### config.mk
export PLATFORM = sky130hd
export DESIGN_NAME = mem_req_responder_flat
export DESIGN_NICKNAME = d
export VERILOG_FILES = /design/src/rtl/cpu_types_pkg.sv /design/src/rtl/mem_req_responder_if.sv /design/src/rtl/mem_req_responder.sv /design/src/flat_wrapper.sv
export SDC_FILE = /design/constraint.sdc
export NUM_CORES = 1
export LEC_CHECK = 0
export CAP_MARGIN = 30
export CORE_UTILIZATION = 41
export DETAILED_ROUTE_END_ITERATION = 10
export MAX_ROUTING_LAYER = met4
export PLACE_DENSITY = 0.82
export SYNTH_ARGS = -nofsm -noshare
export SYNTH_HDL_FRONTEND = slang
export SYNTH_SLANG_ARGS = --single-unit
### constraint.sdc
create_clock -name CLK -period 2.8 [get_ports CLK]
set_clock_uncertainty 0.2 [all_clocks]
set_input_delay 0.56 -clock CLK [delete_from_list [all_inputs] [get_ports CLK]]
set_output_delay 0.56 -clock CLK [all_outputs]
set_load 0.01 [all_outputs]
### src/rtl/cpu_types_pkg.sv
// Shared types for the memory responder: RAM status, responder FSM states and the
// fill word returned when an access times out.
package cpu_types_pkg;

  typedef enum logic [1:0] {
    FREE   = 2'd0,
    BUSY   = 2'd1,
    ACCESS = 2'd2,
    ERROR  = 2'd3
  } ramstate_t;

  typedef enum logic [1:0] {
    IDLE  = 2'd0,
    DATA  = 2'd1,
    INSTR = 2'd2,
    RESP  = 2'd3
  } memfsm_t;

  localparam logic [31:0] MEM_TIMEOUT_WORD = 32'hDDDD_DDDD;

endpackage

### src/rtl/mem_req_responder_if.sv
// Datapath request/response and RAM-port signals of the memory responder.
// slave is the responder's view, master the view of whoever drives the requests and RAM.
interface mem_req_responder_if #(
  parameter int unsigned ADDR_W = 32,
  parameter int unsigned DATA_W = 32
) ();

  logic                     iREN;
  logic [ADDR_W-1:0]        iaddr;
  logic                     dREN;
  logic                     dWEN;
  logic [ADDR_W-1:0]        daddr;
  logic [DATA_W-1:0]        dstore;
  logic                     ihit;
  logic                     dhit;
  logic [DATA_W-1:0]        iload;
  logic [DATA_W-1:0]        dload;
  logic                     ramREN;
  logic                     ramWEN;
  logic [ADDR_W-1:0]        ramaddr;
  logic [DATA_W-1:0]        ramstore;
  logic [DATA_W-1:0]        ramload;
  cpu_types_pkg::ramstate_t ramstate;
  logic                     memerr;

  modport slave (
    input  iREN, iaddr, dREN, dWEN, daddr, dstore, ramload, ramstate,
    output ihit, dhit, iload, dload, ramREN, ramWEN, ramaddr, ramstore, memerr
  );

  modport master (
    output iREN, iaddr, dREN, dWEN, daddr, dstore, ramload, ramstate,
    input  ihit, dhit, iload, dload, ramREN, ramWEN, ramaddr, ramstore, memerr
  );

endinterface

### src/rtl/mem_req_responder.sv
// Arbitrates fetch and data requests onto the single RAM port (data first), waits for
// ACCESS and returns the word with a one-cycle hit pulse. All outputs are registered.
module mem_req_responder
  import cpu_types_pkg::*;
#(
  parameter int unsigned ADDR_W  = 32,
  parameter int unsigned DATA_W  = 32,
  parameter int unsigned TIMEOUT = 64
) (
  input logic                CLK,
  input logic                RST,
  mem_req_responder_if.slave bus
);

  localparam int unsigned        CntW     = (TIMEOUT > 1) ? $clog2(TIMEOUT) : 1;
  localparam logic [CntW-1:0]    CntMax   = CntW'(TIMEOUT - 1);
  localparam logic [DATA_W-1:0]  FillWord = {(DATA_W/4){4'hD}};

  memfsm_t             state_q, state_d;
  logic [CntW-1:0]     cnt_q, cnt_d;
  logic                wr_q, wr_d;
  logic                ihit_q, ihit_d;
  logic                dhit_q, dhit_d;
  logic [DATA_W-1:0]   iload_q, iload_d;
  logic [DATA_W-1:0]   dload_q, dload_d;
  logic                ren_q, ren_d;
  logic                wen_q, wen_d;
  logic [ADDR_W-1:0]   ramaddr_q, ramaddr_d;
  logic [DATA_W-1:0]   ramstore_q, ramstore_d;
  logic                memerr_q, memerr_d;
  logic                done;
  logic [DATA_W-1:0]   rdata;

  // ramaddr/ramstore double as the latched transaction, so an ERROR retry simply keeps them.
  always_comb begin
    state_d    = state_q;
    cnt_d      = cnt_q;
    wr_d       = wr_q;
    ihit_d     = 1'b0;
    dhit_d     = 1'b0;
    iload_d    = iload_q;
    dload_d    = dload_q;
    ren_d      = 1'b0;
    wen_d      = 1'b0;
    ramaddr_d  = ramaddr_q;
    ramstore_d = ramstore_q;
    memerr_d   = memerr_q;
    done       = 1'b0;
    rdata      = bus.ramload;

    unique case (state_q)
      IDLE: begin
        cnt_d = '0;
        if (bus.dREN || bus.dWEN) begin
          state_d    = DATA;
          wr_d       = bus.dWEN;
          ren_d      = ~bus.dWEN;
          wen_d      = bus.dWEN;
          ramaddr_d  = bus.daddr;
          ramstore_d = bus.dstore;
        end else if (bus.iREN) begin
          state_d   = INSTR;
          wr_d      = 1'b0;
          ren_d     = 1'b1;
          ramaddr_d = bus.iaddr;
        end
      end

      DATA, INSTR: begin
        // An ERROR in the last counted cycle restarts the count rather than timing out.
        done = (bus.ramstate == ACCESS) || ((bus.ramstate != ERROR) && (cnt_q == CntMax));
        if (bus.ramstate != ACCESS) rdata = FillWord;
        if (done) begin
          state_d = RESP;
          if (bus.ramstate != ACCESS) memerr_d = 1'b1;
          if (state_q == INSTR) begin
            ihit_d  = 1'b1;
            iload_d = rdata;
          end else begin
            dhit_d = 1'b1;
            if (!wr_q) dload_d = rdata;
          end
        end else begin
          ren_d = ~wr_q;
          wen_d = wr_q;
          cnt_d = (bus.ramstate == ERROR) ? '0 : cnt_q + 1'b1;
        end
      end

      RESP: state_d = IDLE;

      default: state_d = IDLE;
    endcase
  end

  always_ff @(posedge CLK) begin
    if (RST) begin
      state_q    <= IDLE;
      cnt_q      <= '0;
      wr_q       <= 1'b0;
      ihit_q     <= 1'b0;
      dhit_q     <= 1'b0;
      iload_q    <= '0;
      dload_q    <= '0;
      ren_q      <= 1'b0;
      wen_q      <= 1'b0;
      ramaddr_q  <= '0;
      ramstore_q <= '0;
      memerr_q   <= 1'b0;
    end else begin
      state_q    <= state_d;
      cnt_q      <= cnt_d;
      wr_q       <= wr_d;
      ihit_q     <= ihit_d;
      dhit_q     <= dhit_d;
      iload_q    <= iload_d;
      dload_q    <= dload_d;
      ren_q      <= ren_d;
      wen_q      <= wen_d;
      ramaddr_q  <= ramaddr_d;
      ramstore_q <= ramstore_d;
      memerr_q   <= memerr_d;
    end
  end

  assign bus.ihit     = ihit_q;
  assign bus.dhit     = dhit_q;
  assign bus.iload    = iload_q;
  assign bus.dload    = dload_q;
  assign bus.ramREN   = ren_q;
  assign bus.ramWEN   = wen_q;
  assign bus.ramaddr  = ramaddr_q;
  assign bus.ramstore = ramstore_q;
  assign bus.memerr   = memerr_q;

endmodule
### src/flat_wrapper.sv
// flat-port wrapper written by rule: the top's interface ports become plain ports
module mem_req_responder_flat import cpu_types_pkg::*;
#(
  parameter int unsigned ADDR_W  = 32,
  parameter int unsigned DATA_W  = 32,
  parameter int unsigned TIMEOUT = 64
)
  (CLK, RST, bus_iREN, bus_iaddr, bus_dREN, bus_dWEN, bus_daddr, bus_dstore, bus_ramload, bus_ramstate, bus_ihit, bus_dhit, bus_iload, bus_dload, bus_ramREN, bus_ramWEN, bus_ramaddr, bus_ramstore, bus_memerr);
  mem_req_responder_if #(.ADDR_W(ADDR_W), .DATA_W(DATA_W)) bus_i ();
  input logic CLK;
  input logic RST;
  input wire logic [$bits(bus_i.iREN)-1:0] bus_iREN;
  input wire logic [$bits(bus_i.iaddr)-1:0] bus_iaddr;
  input wire logic [$bits(bus_i.dREN)-1:0] bus_dREN;
  input wire logic [$bits(bus_i.dWEN)-1:0] bus_dWEN;
  input wire logic [$bits(bus_i.daddr)-1:0] bus_daddr;
  input wire logic [$bits(bus_i.dstore)-1:0] bus_dstore;
  input wire logic [$bits(bus_i.ramload)-1:0] bus_ramload;
  input wire logic [$bits(bus_i.ramstate)-1:0] bus_ramstate;
  output wire logic [$bits(bus_i.ihit)-1:0] bus_ihit;
  output wire logic [$bits(bus_i.dhit)-1:0] bus_dhit;
  output wire logic [$bits(bus_i.iload)-1:0] bus_iload;
  output wire logic [$bits(bus_i.dload)-1:0] bus_dload;
  output wire logic [$bits(bus_i.ramREN)-1:0] bus_ramREN;
  output wire logic [$bits(bus_i.ramWEN)-1:0] bus_ramWEN;
  output wire logic [$bits(bus_i.ramaddr)-1:0] bus_ramaddr;
  output wire logic [$bits(bus_i.ramstore)-1:0] bus_ramstore;
  output wire logic [$bits(bus_i.memerr)-1:0] bus_memerr;
  assign bus_i.iREN = bus_iREN;
  assign bus_i.iaddr = bus_iaddr;
  assign bus_i.dREN = bus_dREN;
  assign bus_i.dWEN = bus_dWEN;
  assign bus_i.daddr = bus_daddr;
  assign bus_i.dstore = bus_dstore;
  assign bus_i.ramload = bus_ramload;
  assign bus_i.ramstate = bus_ramstate;
  assign bus_ihit = bus_i.ihit;
  assign bus_dhit = bus_i.dhit;
  assign bus_iload = bus_i.iload;
  assign bus_dload = bus_i.dload;
  assign bus_ramREN = bus_i.ramREN;
  assign bus_ramWEN = bus_i.ramWEN;
  assign bus_ramaddr = bus_i.ramaddr;
  assign bus_ramstore = bus_i.ramstore;
  assign bus_memerr = bus_i.memerr;
  mem_req_responder #(.ADDR_W(ADDR_W), .DATA_W(DATA_W), .TIMEOUT(TIMEOUT)) u_core (.CLK(CLK), .RST(RST), .bus(bus_i));
endmodule
### After elaboration in Yosys (flattened, before gate mapping)

Cells that the tools add are included.

* bits in registers: 142
* latch bits: 0
* memory bits (writable): 0
* memory bits (read-only): 0
* output and inout bits: 133
* memories kept: 0

* add/sub/neg operators: 1
* multipliers: 0
* div/mod/pow operators: 0
* order comparisons: 0
* equality and inequality tests: 11
* shifts and indexed selects: 0
* muxes and demuxes: 21
* bitwise operators: 5
* reduce and logical (&&, ||, !) cells: 15

Operators with widths (count)
* $mux W32: 3
* $mux W6: 2
* $pmux W6 S2: 1
* $mux W1: 9
* $eq A2 B2 Y1 const B: 4
* $reduce_and A2 Y1: 4
* $add A6 B1 Y6 const B: 1
* $eq A6 B6 Y1 const B: 1
* $mux W2: 3
* $ne A2 B2 Y1 const B: 3
* $pmux W2 S3: 1
* $reduce_and A3 Y1: 2
* $not A1 Y1: 5
* $pmux W1 S2: 2
* $reduce_and A4 Y1: 1
* $reduce_bool A2 Y1: 2
* $ne A3 B2 Y1 const B: 1
* $reduce_or A3 Y1: 1
* $eq A2 B1 Y1 const B: 1
* $logic_not A2 Y1: 1
* $logic_or A1 B1 Y1: 2
* $ne A2 B1 Y1 const B: 1
* $reduce_or A2 Y1: 1
* $logic_and A1 B1 Y1: 1

### Longest topological paths before layout

Gate-level depths: netlist of the first run.

* depth after elaboration: 5
* depth in mapped cells: 8

### Worst setup path before layout of the first run

Ideal clock, no wire load.

* path type: reg2reg
* start point: register u_core.state_q[1]
* end point: register u_core.dload_q[18] (netlist: u_core.bus.dload[18])
* library setup time: 135 ps
* arrival: 1651 ps
* data required time: 2465 ps
* slack: 814 ps
* stages on the path, launching flop included: 9
* path buffers: 2
* period minus slack after synthesis: 1986 ps
* path through: dfxtp_1 inv_1 ha_1 buf_2 nor3b_2 nand2_1 buf_2 nor2_1 nor3_2

* word-level cells in the longest chain between the ends: 3
* elaborated cells between the ends (all ways): 5
* classes of those cells: eq/ne (2); bitwise (1); reduce/logical (2)

Ends and longest elaborated chain
* start, declared: line mem_req_responder.sv:19 `memfsm_t state_q, state_d;`
* start signal, assigned: line mem_req_responder.sv:111 `state_q <= state_d;`
* $eq A2 B1 Y1 or $eq A2 B2 Y1 (tied branches): line mem_req_responder.sv:51, mem_req_responder.sv:76
* $reduce_or A2 Y1 or $not A1 Y1 (tied branches)
* $reduce_and A4 Y1 (no line) *
* end signal, assigned: line mem_req_responder.sv:117 `dload_q <= dload_d;`
* end, declared: line mem_req_responder.sv:25 `logic [DATA_W-1:0] dload_q, dload_d;`

Every way passes the cells marked *; elsewhere a longest branch is shown, timed or not.
A chain may end at the register's enable or synchronous reset.

### Worst setup path in the final report of the first run

* start point: register u_core.state_q[1]
* end point: register u_core.dload_q[25] (netlist: u_core.bus.dload[25])

The elaborated chain is that of the path after synthesis.

==> impl_metrics.csv, run 1 <==
group,metric,value,unit
layout,final_common_cell,"clkdlybuf4s50_1",
grt,antenna_found_initial,0,
synth,synth_seq_cells,142,
detailed_routing,avgViaCountPerCell,5.29,
clock_tree,cts_buffers,17,
layout,final_layout_size_suffix_gt1_frac,0.0707,
layout,area_growth,60.8,%
synth,yosys.area_share.simple,0.217,
critical_path,crit_path_start,"u_core.state_q[1]$_SDFFE_PP0P_",
placement,port_buffers,267,
detailed_routing,drt_iter0_markers,468,
detailed_routing,routed_wl,18400,um
clock_tree,path_clk_slew,60,ps
synth,seq_area_frac_synth,0.504,
placement,dp_hpwl,12600,um
synth,synth_compound_area_frac,0.209,
synth,syn_nets,831,
clock_tree,post-cts-setup-buffers,0,
critical_path,worstSetupPathType,"flip-flop to flip-flop",
detailed_routing,drc,0,
sta,period_minus_slack,2230,ps
grt,grt_overflow,0,
layout,antenna_cells,0,
synth,synth_top_family_by_area,"simple AND/OR/NAND/NOR gates",
sta,final-hold-violation-count,0,
outcome,status,"finished, final reports clean",
clock_tree,cts_buffer_depth,2,
sta,tns,0,ps
grt,grt_pass1_wl,29000,um
worst_hold_path,hold_path_class,"flip-flop to flip-flop",
power_and_ir_drop,cellPowerDensity,892,mW/mm^2
floorplan,die_h,119,um
sta,worst_pin_slew,603,ps
detailed_routing,vias,5940,
power_and_ir_drop,ir_drop,0.000536,V
floorplan,die_w,119,um
critical_path,r2r_start,"u_core.state_q[1]$_SDFFE_PP0P_",
synth,synth-xor-area-share,0.00155,
floorplan,initial_core_util,0.422,
clock_tree,cts_resized,0,
sta,rsz0062_at_grt,"no",
clock_tree,cts_root_buf,"clkbuf_16",
synth,synth_edf_count,0,
floorplan,ioPinCount,268,
clock_tree,clock_sinks,142,
sta,fmax,449,MHz
floorplan,coreArea,0.0133,mm^2
clock_tree,tritoncts,"yes",
synth,yosys.area_share.adder,0.0111,
layout,final_util,0.679,
synth,synth_cells,691,
floorplan,fp-row-count,42,
grt,grt_max_degree,65,
synth,yosys_warnings,0,
sta,slew_headroom,0.598,
critical_path,critPathArrivalTime,2370,ps
clock_tree,cts_hold_buf,0,
clock_tree,insertion_delay,420,ps
detailed_routing,drtPass1Iterations,5,
critical_path,required,2950,ps
sta,slew_violations,0,
detailed_routing,wire_per_inst,16.4,um
power_and_ir_drop,p_leak,3.25,nW
placement,gp_congestion,0.843,
layout,mostFrequentLayoutCells,"clkdlybuf4s50_1, dfxtp_1, nand2_1, a21oi_1, nor2_1",
critical_path,crit_path_max_fanout,9,
sta,timing.final.crit_share,0.795,
synth,avgSynthCellArea,8.16,um^2
synth,synth.cell_area,0.00564,mm^2
critical_path,end_kind,"flip-flop",
floorplan,dieArea,0.0142,mm^2
layout,nets,1074,
synth,synth_cell_types,43,
grt,track_usage,0.268,
critical_path,r2r_slack,570,ps
synth,muxShareOfSynthArea,0.00178,
critical_path,start_kind,"flip-flop",
sta,finalSetupViolations,0,
detailed_routing,ant_nets,0,
run,maxCapViolCount,0,
synth,async_reset_ff_frac,0,
worst_hold_path,hp-start,"u_core.bus.ramstore[13]$_SDFFE_PP0P_",
clock_tree,htreeDepth,4,
synth,ys.flop_type,"dfxtp_1",
grt,first_global_vias,5514,
## metrics by stage
stage          power, mW  instances  area, um^2  setup WS (ps)  hold WS [ps]
2_1_floorplan       4.33        691        5640            814           266
3_3_place_gp        5.77       1091        8470            336           241
3_5_place_dp        5.83       1091        8470            283           246
4_1_cts             8.14       1123        9060            556           254
5_1_grt             8.53       1123        9060            430           268
6_report            8.09       1123        9060            573           253
## where the power goes
part / switching, mW / internal, mW
sequential: 0.241 / 2.48
combinational: 1.60 / 1.48
clock: 0.888 / 1.40
total: 2.73 / 5.36
## critical path: stages, from the launching register on
cell	delay, ps
dfxtp_1	430
inv_1	70
ha_1	430
or3b_1	550
nor2_4	260
nand2_1	90
a21oi_1	120
## sequential cells by signal, summed over array words and instances (netlist names), 2 cells and up
| name | count |
|---|---|
| u_core.bus.dload | 32 |
| u_core.cnt_q | 6 |
| u_core.bus.ramstore | 32 |
| u_core.bus.iload | 32 |
| u_core.bus.ramaddr | 32 |
| u_core.state_q | 2 |
## synth_stat cells (3+ instances only)
master | number | area, um^2
dfxtp_1 | 142 | 2840
nand2_1 | 120 | 450
a21oi_1 | 98 | 490
nor2_1 | 86 | 323
o21ai_0 | 48 | 240
nor3_1 | 41 | 205
a311oi_1 | 33 | 289
clkbuf_1 | 30 | 113
buf_2 | 24 | 120
inv_1 | 10 | 37.5
nor3_2 | 10 | 100
ha_1 | 5 | 62.6
nor2b_1 | 4 | 25.0
nand2b_1 | 3 | 18.8
nand3_1 | 3 | 15.0
## logic make-up after synthesis
family / after synthesis
compound gates: 198
xor+xnor: 1
fa+ha+maj: 5
buf+inv: 68
flops: 142
mux: 1
simple gates: 276
## cell type report
| cell class | instances | area, um^2 |
|---|---|---|
| multi-input cells | 481 | 2510 |
| flip-flops and latches | 142 | 2840 |
| clock buffers | 18 | 429 |
| well taps | 176 | 220 |
| fillers | 1083 | 4280 |
| repair buffers | 282 | 2860 |
| clock inverters | 14 | 169 |
| inverters | 10 | 37.5 |
## layer usage
| layer | GRT usage | routed length, um |
|---|---|---|
| met4 | 0.157 | 826 |
| met1 | 0.315 | 7550 |
| met5 | - | 0 |
| met3 | 0.0714 | 1370 |
| met2 | 0.412 | 8690 |
## worst paths after layout
path | cells past startpoint | end
worst min-delay path | 2 | u_core.bus.ramstore[13]$_SDFFE_PP0P_
worst max-delay path | 6 | u_core.bus.dload[25]$_SDFFE_PP0P_
worst min register to register | 2 | u_core.bus.ramstore[13]$_SDFFE_PP0P_
worst max register to register | 6 | u_core.bus.dload[25]$_SDFFE_PP0P_
Note: power is estimated with default switching activity, not from simulation.
==> run 2, diff against run 1 <==
- CORE_UTILIZATION: 41 -> 37
- PLACE_DENSITY: 0.82 -> 0.79
- clock period: 2.8 -> 1.9 ns (I/O delays scaled with it)
==> run 2 against run 1 <==
  * The flow now finishes with violations (design-rule violations)
  * Flip-flop and latch count unchanged
  * Routed wire length up 5.9%
  * Combinational power up 67%
  * Final cell count up 3.9%
  * Register-to-register slack worse by 560 ps
  * Via count up 3.8%
  * Sequential share of layout area down 2.2 points
==> impl_metrics.csv, run 2 (same netlist as run 1, synthesis figures left out) <==
group,metric,value,unit
critical_path,required,1320,ps
clock_tree,clock_sinks,142,
sta,period_minus_slack,1900,ps
layout,instances_no_fill,1167,
sta,timing.final.crit_share,0.998,
placement,port_buffers,267,
clock_tree,cts_buffer_depth,2,
clock_tree,insertion_delay,410,ps
placement,dp_hpwl,12800,um
layout,area_growth,73.4,%
layout,antenna_cells,0,
sta,fin_hold_ws,185,ps
critical_path,cpPeakStageDelay,550,ps
placement,place_inst,1129,
floorplan,dieArea,0.0157,mm^2
power_and_ir_drop,p_leak,4.94,nW
critical_path,end_kind,"output pin",
sta,finalWorstSetupSlack,2.86,ps
critical_path,critPathArrivalTime,1320,ps
sta,finalSetupViolations,0,
clock_tree,cts_buffers,17,
detailed_routing,wire_per_inst,16.7,um
critical_path,cp_cell_sequence,"clkdlybuf4s50_1",
layout,final_common_cell,"clkdlybuf4s50_1",
grt,antenna_found_initial,0,
worst_hold_path,hold_path_class,"input pin to flip-flop",
sta,final-hold-violation-count,0,
placement,dpl_worst_slack,-267,ps
floorplan,die_h,125,um
grt,grt_max_degree,68,
critical_path,worstSetupPathType,"flip-flop to output pin",
detailed_routing,route.met3.wl,1410,um
detailed_routing,routed_wl,19500,um
sta,slew_headroom,0.759,
sta,rsz0062_at_grt,"yes",
run,maxCapViolCount,0,
detailed_routing,drtPass1Iterations,7,
layout,final_util,0.665,
detailed_routing,drc,20,
placement,gp_congestion,0.802,
detailed_routing,dr.max_layer_used,"met4",
critical_path,start_kind,"flip-flop",
critical_path,endpoint,"bus_iload[16]",
clock_tree,cts_hold_buf,0,
sta,tns,0,ps
floorplan,fp-row-count,44,
critical_path,crit_path_start,"u_core.bus.iload[16]$_SDFFE_PP0P_",
critical_path,ff2ff_path_depth,6,
layout,mostFrequentLayoutCells,"clkdlybuf4s50_1, dfxtp_1, nand2_1, a21oi_1, dlymetal6s2s_1",
critical_path,path_buf_inv,1,
floorplan,coreArea,0.0147,mm^2
sta,worst_pin_slew,362,ps
floorplan,initial_core_util,0.384,
floorplan,ioPinCount,268,
outcome,status,"complete, but fails checks",
clock_tree,path_clk_slew,60,ps
sta,slew_violations,0,
critical_path,crit_slowest_cell,"clkdlybuf4s50_1",
sta,fmax,527,MHz
floorplan,die_w,125,um
grt,track_usage,0.237,
critical_path,crit_cells,1,
detailed_routing,drt_iter0_markers,377,
layout,nets,1113,
critical_path,r2r_slack,10,ps
outcome,violations,"design-rule violations",
grt,grt_overflow,0,
grt,grt_pass1_wl,28900,um
critical_path,crit_path_max_fanout,2,
power_and_ir_drop,ir_drop,0.000717,V
clock_tree,htreeDepth,4,
clock_tree,tritoncts,"yes",
layout,final_layout_size_suffix_gt1_frac,0.139,
detailed_routing,drt-met1-wl,7900,um
critical_path,reg2reg_to,"u_core.bus.iload[16]$_SDFFE_PP0P_",
detailed_routing,wl_met2,9640,um
power_and_ir_drop,cellPowerDensity,1260,mW/mm^2
clock_tree,cts_root_buf,"clkbuf_16",
detailed_routing,vias,6163,
detailed_routing,ant_nets,0,
detailed_routing,avgViaCountPerCell,5.28,
grt,first_global_vias,5875,
critical_path,crit_family,"buffers and inverters",
critical_path,r2r_start,"u_core.cnt_q[1]$_SDFFE_PP0P_",
-- run 2: cell type report --
class,instances,area (um^2)
inverter,10,37.5
clock buffer,17,425
tap,184,230
multi-input combinational,481,2700
clock inverter,12,124
sequential,142,2850
fill,1143,4920
timing repair buffer,321,3410
-- run 2: stage by stage --
step	total power [mW]	instance area (um^2)
finish	12.3	9770
global route	13.0	9770
CTS	12.1	9280
detailed placement	8.95	8740
global placement	8.84	8740
floorplan	6.41	5650
-- run 2: worst min path at each step --
stage / cells after the start / startpoint / to
2_1_floorplan: 2 / u_core.cnt_q[1]$_SDFFE_PP0P_ / u_core.cnt_q[1]$_SDFFE_PP0P_
3_3_place_gp: 2 / u_core.bus.ramstore[12]$_SDFFE_PP0P_ / u_core.bus.ramstore[12]$_SDFFE_PP0P_
3_5_place_dp: 2 / u_core.bus.ramstore[7]$_SDFFE_PP0P_ / u_core.bus.ramstore[7]$_SDFFE_PP0P_
4_1_cts: 4 / RST / u_core.state_q[0]$_SDFFE_PP0P_
5_1_grt: 4 / RST / u_core.state_q[0]$_SDFFE_PP0P_
6_report: 4 / RST / u_core.state_q[0]$_SDFFE_PP0P_
-- run 2: power by group --
group / internal (mW) / switching [mW] / leakage, nW
Combinational: 2.55 / 2.61 / 3.51
Clock: 1.90 / 1.27 / 0.262
Sequential: 3.66 / 0.339 / 1.16
Total: 8.10 / 4.21 / 4.94
-- run 2: layer usage --
metal  up-vias  global-route usage
met5         -                   -
met3        50              0.0693
met1      2884               0.268
met4         0              0.0925
met2       267               0.394
li1       2962                   -
-- run 2: what timing repair did --
action	4_1_cts	5_1_grt
setup endpoints to repair	42	132
pin swaps	0	5
resized for setup	36	128
buffers inserted	0	4
gates cloned	0	5
==> run 3, diff against run 2 <==
- CORE_MARGIN: unset -> 2
- SKIP_LAST_GASP: unset -> 1
==> run 3 against run 2 <==
  * Total power down 1.9%
  * Worst hold slack lost 7.4 ps
  * Maximum frequency increased by 1.5%
  * Highest routed layer unchanged
  * The run now ends clean
==> impl_metrics.csv, run 3 (same netlist as run 1, synthesis figures left out) <==
group,metric,value,unit
outcome,status,"finished, final reports clean",
layout,final_common_cell,"clkdlybuf4s50_1",
floorplan,initial_core_util,0.375,
floorplan,die_h,127,um
placement,dp_hpwl,12500,um
detailed_routing,drc,0,
clock_tree,post-cts-setup-buffers,0,
sta,worst_pin_slew,498,ps
detailed_routing,wire_per_inst,15.4,um
detailed_routing,routed_wl,17900,um
critical_path,crit_cells,1,
floorplan,dieArea,0.0162,mm^2
critical_path,crit_slowest_cell,"clkdlybuf4s50_1",
detailed_routing,avgViaCountPerCell,5.07,
layout,area_growth,69.6,%
critical_path,worstSetupPathType,"flip-flop to output pin",
power_and_ir_drop,intPower,7.97,mW
worst_hold_path,whs_path_depth,4,
sta,slew_headroom,0.668,
sta,finalSetupViolations,0,
grt,grt_overflow,0,
power_and_ir_drop,seqPwrFrac,0.330,
placement,port_buffers,267,
layout,antenna_cells,0,
floorplan,coreArea,0.0150,mm^2
critical_path,cp_cell_sequence,"clkdlybuf4s50_1",
clock_tree,cts_buffers,17,
grt,antenna_found_initial,0,
layout,final_layout_size_suffix_gt1_frac,0.111,
layout,instances_no_fill,1167,
critical_path,path_buf_inv,1,
layout,design_area,0.00956,mm^2
grt,track_usage,0.223,
critical_path,crit_path_max_fanout,2,
detailed_routing,drtPass1Iterations,4,
power_and_ir_drop,ir_drop,0.000736,V
sta,timing.final.crit_share,0.984,
sta,slew_violations,0,
run,maxCapViolCount,0,
placement,place_area,0.00878,mm^2
clock_tree,cts_buffer_depth,2,
critical_path,start_kind,"flip-flop",
grt,grt_max_degree,96,
detailed_routing,drt_iter0_markers,342,
detailed_routing,vias,5912,
detailed_routing,ant_nets,0,
clock_tree,cts_hold_buf,0,
sta,period_minus_slack,1870,ps
power_and_ir_drop,switching_power,4.11,mW
placement,gp_congestion,0.792,
power_and_ir_drop,total_power,12.1,mW
critical_path,ff2ff_path_depth,6,
power_and_ir_drop,p_leak,4.94,nW
power_and_ir_drop,pwr-share-comb,0.397,
clock_tree,clock_sinks,142,
power_and_ir_drop,cellPowerDensity,1260,mW/mm^2
floorplan,die_w,127,um
floorplan,fp-row-count,45,
layout,mostFrequentLayoutCells,"clkdlybuf4s50_1, dfxtp_1, nand2_1, a21oi_1, nor2_1",
floorplan,ioPinCount,268,
critical_path,cpPeakStageDelay,540,ps
clock_tree,tritoncts,"yes",
clock_tree,insertion_delay,420,ps
sta,rsz0062_at_grt,"yes",
clock_tree,cts_root_buf,"clkbuf_16",
critical_path,critPathArrivalTime,1290,ps
layout,nets,1106,
sta,final-hold-violation-count,0,
worst_hold_path,hold_path_class,"input pin to flip-flop",
critical_path,crit_family,"buffers and inverters",
grt,first_global_vias,5692,
sta,fmax,535,MHz
critical_path,end_kind,"output pin",
grt,grt_pass1_wl,28200,um
clock_tree,path_clk_slew,60,ps
power_and_ir_drop,p_sw_frac,0.340,
sta,tns,0,ps
critical_path,r2r_slack,60,ps
power_and_ir_drop,p_clk_frac,0.273,
placement,place_inst,1135,
critical_path,required,1320,ps
clock_tree,htreeDepth,4,
run 3: cell types whose count changed in the layout (fill, tap and decap cells not counted), moves of 3 or more:
cell / previous run / this run
buf_6: 6 / 0
o21ai_0: 48 / 43
o21ai_1: 0 / 5
dlygate4sd2_1: 32 / 41
clkinv_4: 0 / 4
clkdlybuf4s50_1: 155 / 145
nor2_2: 9 / 1
clkbuf_16: 20 / 17
clkinv_2: 5 / 1
nor2_4: 12 / 1
nor2_1: 67 / 86
run 3: layout make-up:
class / instances / area (um^2)
multi-input cells: 481 / 2560
well taps: 188 / 235
flip-flops and latches: 142 / 2850
clock buffers: 18 / 429
inverters: 10 / 37.5
repair buffers: 314 / 3300
fillers: 1272 / 5470
clock inverters: 14 / 160
run 3: metal layers:
layer / routed length (um) / vias to the layer above / global-route usage
li1: - / 2951 / -
met1: 7510 / 2718 / 0.265
met2: 8770 / 202 / 0.360
met3: 1140 / 41 / 0.0611
met4: 498 / 0 / 0.0840
met5: 0 / - / -
run 3: power groups by stage:
stage	clock network (mW)	logic, mW	registers (mW)
6_report	3.30	4.79	3.98
5_1_grt	3.52	5.24	4.06
4_1_cts	3.38	4.89	4.00
3_5_place_dp	0	4.93	4.06
3_3_place_gp	0	4.85	4.04
2_1_floorplan	0	2.06	4.35
run 3: worst paths after layout:
path,endpoint,startpoint
max,bus_ramaddr[15],u_core.bus.ramaddr[15]$_SDFFE_PP0P_
min,u_core.state_q[0]$_SDFFE_PP0P_,RST
max reg2reg,u_core.bus.dload[17]$_SDFFE_PP0P_,u_core.state_q[0]$_SDFFE_PP0P_
min reg2reg,u_core.bus.ramstore[24]$_SDFFE_PP0P_,u_core.bus.ramstore[24]$_SDFFE_PP0P_
run 3: per-stage QoR:
stage / setup slack, ps / utilization / hold slack, ps
after floorplan: 29.9 / - / 266
after global placement: -195 / 0.584 / 240
after detailed placement: -302 / 0.584 / 246
after CTS: 0.178 / 0.621 / 175
after global routing: -23.2 / 0.636 / 190
final: 31.3 / 0.636 / 177
run 3: repair_timing:
item                       in CTS  in global routing
pin swaps                       0                  3
gates resized for setup        44                 91
cloned                          0                  0
setup endpoints to repair      59                140
